$ cat src/rtl/timer_entry_controller.sv
// Keypad-entry sequencer for the microwave timer: debounces raw keys, builds a
// BCD MM:SS entry, validates it on Start and supervises the countdown.
module timer_entry_controller #(
  parameter int unsigned DEBOUNCE    = 4,
  parameter logic [15:0] QUICK_START = 16'h0030
) (
  input  logic        clock,
  input  logic        clear,
  input  logic [9:0]  key_digit,
  input  logic        key_start,
  input  logic        key_cancel,
  input  logic        door_open,
  input  logic        timer_done,
  output logic [15:0] time_bcd,
  output logic        load_pulse,
  output logic        stop_pulse,
  output logic        running,
  output logic        entry_error
);

  typedef enum logic [1:0] {IDLE, ENTRY, RUN} state_t;

  // The sample that first differs leaves the counter at 0, so the Nth stable
  // sample is the one that takes it to N-1; the pulse registers on that edge.
  localparam logic [2:0] FIRE_CNT = 3'(DEBOUNCE - 1);

  function automatic logic onehot12(input logic [11:0] k);
    return (k != 12'd0) && ((k & (k - 12'd1)) == 12'd0);
  endfunction

  function automatic logic [3:0] digit_of(input logic [9:0] d);
    logic [3:0] r;
    r = 4'd0;
    for (int i = 0; i < 10; i++)
      if (d[i]) r = 4'(i);
    return r;
  endfunction

  logic [11:0] key_vec;
  logic [11:0] key_p0;
  logic [2:0]  db_cnt;
  logic [2:0]  db_cnt_next;
  logic        key_vld;
  logic        key_pulse;

  assign key_vec = {key_cancel, key_start, key_digit};
  assign key_vld = onehot12(key_vec);

  always_comb begin
    db_cnt_next = 3'd0;
    if (key_vld && (key_vec == key_p0))
      db_cnt_next = (db_cnt == 3'd7) ? 3'd7 : db_cnt + 3'd1;
  end

  // Stage p0: sampled key, debounce counter and qualified one-shot
  always_ff @(posedge clock or negedge clear) begin
    if (!clear) begin
      key_p0    <= 12'd0;
      db_cnt    <= 3'd0;
      key_pulse <= 1'b0;
    end else begin
      key_p0    <= key_vec;
      db_cnt    <= db_cnt_next;
      key_pulse <= key_vld && (db_cnt_next == FIRE_CNT);
    end
  end

  logic sel_digit;
  logic sel_start;
  logic sel_cancel;
  logic [3:0] digit;

  assign sel_digit  = key_pulse && (key_p0[9:0] != 10'd0);
  assign sel_start  = key_pulse && key_p0[10];
  assign sel_cancel = key_pulse && key_p0[11];
  assign digit      = digit_of(key_p0[9:0]);

  state_t     state;
  logic [2:0] digit_count;

  // Stage p1: sequencer acting on the qualified key
  always_ff @(posedge clock or negedge clear) begin
    if (!clear) begin
      state       <= IDLE;
      digit_count <= 3'd0;
      time_bcd    <= 16'h0000;
      load_pulse  <= 1'b0;
      stop_pulse  <= 1'b0;
      running     <= 1'b0;
      entry_error <= 1'b0;
    end else begin
      load_pulse  <= 1'b0;
      stop_pulse  <= 1'b0;
      entry_error <= 1'b0;
      case (state)
        IDLE: begin
          if (sel_digit) begin
            time_bcd    <= {12'h000, digit};
            digit_count <= 3'd1;
            state       <= ENTRY;
          end else if (sel_start && !door_open) begin
            time_bcd   <= QUICK_START;
            load_pulse <= 1'b1;
            running    <= 1'b1;
            state      <= RUN;
          end else if (sel_cancel) begin
            time_bcd <= 16'h0000;
          end
        end
        ENTRY: begin
          if (sel_cancel) begin
            time_bcd    <= 16'h0000;
            digit_count <= 3'd0;
            state       <= IDLE;
          end else if (sel_digit) begin
            if (digit_count < 3'd4) begin
              time_bcd    <= {time_bcd[11:0], digit};
              digit_count <= digit_count + 3'd1;
            end
          end else if (sel_start && !door_open) begin
            // Seconds tens above 5 or an all-zero time cannot be counted down
            if ((time_bcd[7:4] > 4'd5) || (time_bcd == 16'h0000)) begin
              entry_error <= 1'b1;
              time_bcd    <= 16'h0000;
              digit_count <= 3'd0;
              state       <= IDLE;
            end else begin
              load_pulse  <= 1'b1;
              running     <= 1'b1;
              digit_count <= 3'd0;
              state       <= RUN;
            end
          end
        end
        RUN: begin
          if (timer_done) begin
            time_bcd <= 16'h0000;
            running  <= 1'b0;
            state    <= IDLE;
          end else if (sel_cancel || door_open) begin
            stop_pulse <= 1'b1;
            time_bcd   <= 16'h0000;
            running    <= 1'b0;
            state      <= IDLE;
          end
        end
        default: begin
          state   <= IDLE;
          running <= 1'b0;
        end
      endcase
    end
  end

endmodule

$ cat config.mk
export PLATFORM = sky130hd
export DESIGN_NAME = timer_entry_controller
export DESIGN_NICKNAME = d
export VERILOG_FILES = /design/src/rtl/timer_entry_controller.sv
export SDC_FILE = /design/constraint.sdc
export NUM_CORES = 1
export LEC_CHECK = 0
export ABC_AREA = 1
export CAP_MARGIN = 5
export CORE_AREA = 2 2 71 73
export DETAILED_ROUTE_END_ITERATION = 8
export DIE_AREA = 0 0 73 75
export PLACE_DENSITY = 0.77
export SLEW_MARGIN = 20
export SYNTH_ARGS = -nofsm -noshare
export SYNTH_HDL_FRONTEND = slang
export SYNTH_SLANG_ARGS = --single-unit
$ cat constraint.sdc
create_clock -name clock -period 2.1 [get_ports clock]
set_clock_uncertainty 0.15 [all_clocks]
set_input_delay 0.21 -clock clock [delete_from_list [all_inputs] [get_ports clock]]
set_output_delay 0.21 -clock clock [all_outputs]
set_load 0.005 [all_outputs]
==> summary.txt <==
Hold path
  – Worst hold start: key_digit[0]
  – Worst hold stages: 1
  – Min-Delay Path Class: input pin to register

Synth
  – Syn nets: 359
  – Post-Syn Instances: 337
  – Register area share after synthesis: 41.73%
  – Synthesized area per cell: 7.296 um^2
  – Mapped Area: 2459 um^2
  – Synth warnings: 0
  – Post-synth cell types: 28
  – Seq cells post-synth: 41

STA
  – Max Fclk: 525.4 MHz
  – Slew Limit Headroom: 65.55%
  – Fin. Hold Viols: 0
  – Setup violations, final: 0
  – Post-route minimum period: 1.903 ns
  – Slew @ Worst Pin: 0.5168 ns
  – Final Cycle Share: 90.63%
  – Post-Route Setup TNS: 0 ns
  – Setup ws final: 0.1968 ns
  – RSZ-0062 raised after global routing: no
  – Min Hold Slack: 0.2576 ns
  – Slew Limit Fails: 0

Placement
  – RePlAce Congestion: 0.9003
  – Placed Area: 2859 um^2
  – DP Wirelength: 3826 um
  – IO Port Bufs: 35
  – Placement Setup Slack: 0.05710 ns

Global routing
  – Largest net degree at the start of global routing: 42
  – Grt total ovfl: 0
  – Initial antenna violation count: 0
  – Vias in the first global route: 2005
  – First-pass GRT wire length: 8769 um
  – Gr usage total: 20.84%

Clock network
  – Clock Sinks: 41
  – Clock latency on the worst-skew pair: 0.30 ns
  – CTS Root Cell: clkbuf_8
  – H-tree depth: 2
  – Post-CTS Setup Inserts: 0
  – Total CTS buffers: 5
  – CTS tree: done
  – Clock-pin slew on the worst setup and hold paths: 0.08 ns
  – Max clock buf depth: 2

Drt
  – Final antenna-violating net count: 0
  – Vias per Instance: 5.069
  – Wire per inst: 11.97 um
  – DR iter-0 viols: 151
  – Via count: 2200
  – Initial DRT Pass Iterations: 4
  – DRC: 0
  – Total Wirelength: 5195 um

Critical path
  – Crit-path max FO: 16
  – Req. time, crit path: 2.18 ns
  – Crit-path cells: inv_1, ha_2, nand2_1, nor2_2, nand2_1, nand2_1, nor2_2, nand3_4, nand2_1, nand2_1
  – Slowest Stage Delay on Critical Path: 0.41 ns
  – Worst Setup End Kind: register
  – WP depth: 10
  – Worst endpoint data arrival time: 1.99 ns
  – Reg2Reg Depth: 10
  – CP top delay family: simple AND/OR/NAND/NOR gates
  – CP bufs+invs: 1
  – Reg2reg start: state[1]
  – Cell mode on critical path: nand2_1
  – Critical path class: register to register
  – Crit-path slowest cell: dfrtp_1
  – Worst setup SP type: register
  – Launch point of the worst path: state[1]

Floorplanning
  – Core Footprint: 4661 um^2
  – Total I/O pin count: 36
  – Die area: 5475 um^2
  – # rows: 25
  – Die Span Y: 75 um
  – Initial Utilization: 52.75%
  – Die width: 73 um

Layout
  – Nets: 401
  – Share of post-route cells with drive strength above 1: 8.421%
  – FF/Latch Area: 1026 um^2
  – Core Util, Final: 64.40%
  – Area of the multi-input gates: 1241 um^2
  – Design Area, Final: 3002 um^2
  – Filler cells: 419
  – Antenna cell count: 0
  – Area Overhead vs Synth: 22.09%

Pwr
  – Pwr Density: 697.7 nW/um^2
  – P_leak: 1.481 nW
  – Max VDD drop: 0.0003937 V

Outcome
  – Outcome: completed

Flow run
  – Max-cap violations: 0
## Yosys cell counts
| cell type | count | share of area, % |
|---|---|---|
| nand3_4 | 3 | 2.1 |
| o21ai_4 | 1 | 0.66 |
| nor3_2 | 1 | 0.41 |
| nor2_2 | 1 | 0.25 |
| o211ai_1 | 1 | 0.31 |
| o21ai_2 | 1 | 0.36 |
| ha_1 | 6 | 3.1 |
| nand3_2 | 1 | 0.41 |
| nand4_2 | 1 | 0.51 |
| xor2_1 | 6 | 2.1 |
| buf_6 | 2 | 0.92 |
| nor2_4 | 5 | 2.3 |
| o21ai_0 | 13 | 2.6 |
| nand2_1 | 103 | 16 |
| or2_2 | 1 | 0.25 |
| buf_4 | 1 | 0.31 |
| nand2_2 | 2 | 0.51 |
| nand3_1 | 28 | 5.7 |
| nor3b_1 | 2 | 0.61 |
| a21oi_2 | 1 | 0.36 |
| dfrtp_1 | 41 | 42 |
| nor2_1 | 56 | 8.5 |
| nand4_1 | 3 | 0.76 |
| a21oi_1 | 9 | 1.8 |
| buf_2 | 1 | 0.20 |
| o31ai_1 | 1 | 0.31 |
| inv_1 | 45 | 6.9 |
| nor3_1 | 1 | 0.20 |
## cells by family (layout without fill, tap and decap cells)
group | Yosys count | count (layout) | share of synthesized area (%)
simple gates | 208 | 208 | 38.32
buf+inv | 49 | 92 | 8.295
flops | 41 | 41 | 41.73
compound gates | 27 | 27 | 6.463
fa+ha+maj | 6 | 6 | 3.053
xor+xnor | 6 | 6 | 2.137
## per-layer routing
metal	part of all wire [%]	track usage (%)
met5	0	0
met4	0.90	8.025
met3	3.5	3.347
met2	51	37.64
met1	44	24.91
## state kept, by name (all words and copies together), names as in the netlist
signal,cells
running,1
db_cnt,3
digit_count,3
state,2
key_p0,12
key_pulse,1
entry_error,1
load_pulse,1
time_bcd,16
stop_pulse,1
## cells in the final DEF (no fill, tap or decap)
cell type        count
a21oi_1              9
a21oi_4              1
buf_2                1
buf_4                3
bufinv_16            1
clkbuf_8             6
clkdlybuf4s50_1     34
clkinvlp_4           1
dfrtp_1             41
dlygate4sd3_1        1
ha_1                 5
ha_2                 1
inv_1               45
nand2_1            103
nand2_2              2
nand3_1             28
nand3_2              1
nand3_4              3
nand4_1              3
nand4_2              1
nor2_1              55
nor2_2               2
nor2_4               5
nor3_1               1
nor3_2               1
nor3b_1              2
o211ai_1             1
o21ai_0             13
o21ai_2              1
o21ai_4              1
o31ai_1              1
or2_2                1
xor2_1               6
## worst reg2reg max path, cell delays in order, from the launching register on
cell	delay [ns]
dfrtp_1	0.41
inv_1	0.11
ha_2	0.24
nand2_1	0.12
nor2_2	0.23
nand2_1	0.11
nand2_1	0.10
nor2_2	0.05
nand3_4	0.16
nand2_1	0.08
nand2_1	0.07
## where the power goes
group	leakage, nW	total, mW	internal, mW	switching [mW]
logic	0.886	0.550	0.192	0.359
clock network	0.0574	0.676	0.387	0.289
registers	0.538	0.868	0.834	0.0348
## area by class of cell
cell class | count | share of cell area (%)
Multi-Input combinational cell | 247 | 41.35
Sequential cell | 41 | 34.18
Timing Repair Buffer | 39 | 12.59
Inverter | 45 | 5.627
Clock buffer | 6 | 2.751
Tap cell | 54 | 2.251
Clock inverter | 2 | 1.251
## what timing repair did
| item | 4_1_cts | 5_1_grt |
|---|---|---|
| hold endpoints to repair | 41 | 0 |
| endpoints found under the setup margin | 0 | 17 |
| resized for setup | 0 | 3 |
| hold buffers | 1 | 0 |
## stage by stage
step                      cells  total power [mW]
after global routing        434             2.203
after global placement      425             1.419
after floorplan             337             1.295
after detailed placement    425             1.424
final                       434             2.094
after CTS                   434             2.097
## final timing paths
path / end / slack (ns)
worst max-delay path: time_bcd[11] / 0.20
max in group asynchronous: key_p0[6] / 1.09
worst min-delay path: key_p0[0] / 0.26
worst min register to register: time_bcd[14] / 0.36
min in group asynchronous: time_bcd[4] / 0.34
worst max register to register: time_bcd[11] / 0.20
(Power assumes the default switching activity.)
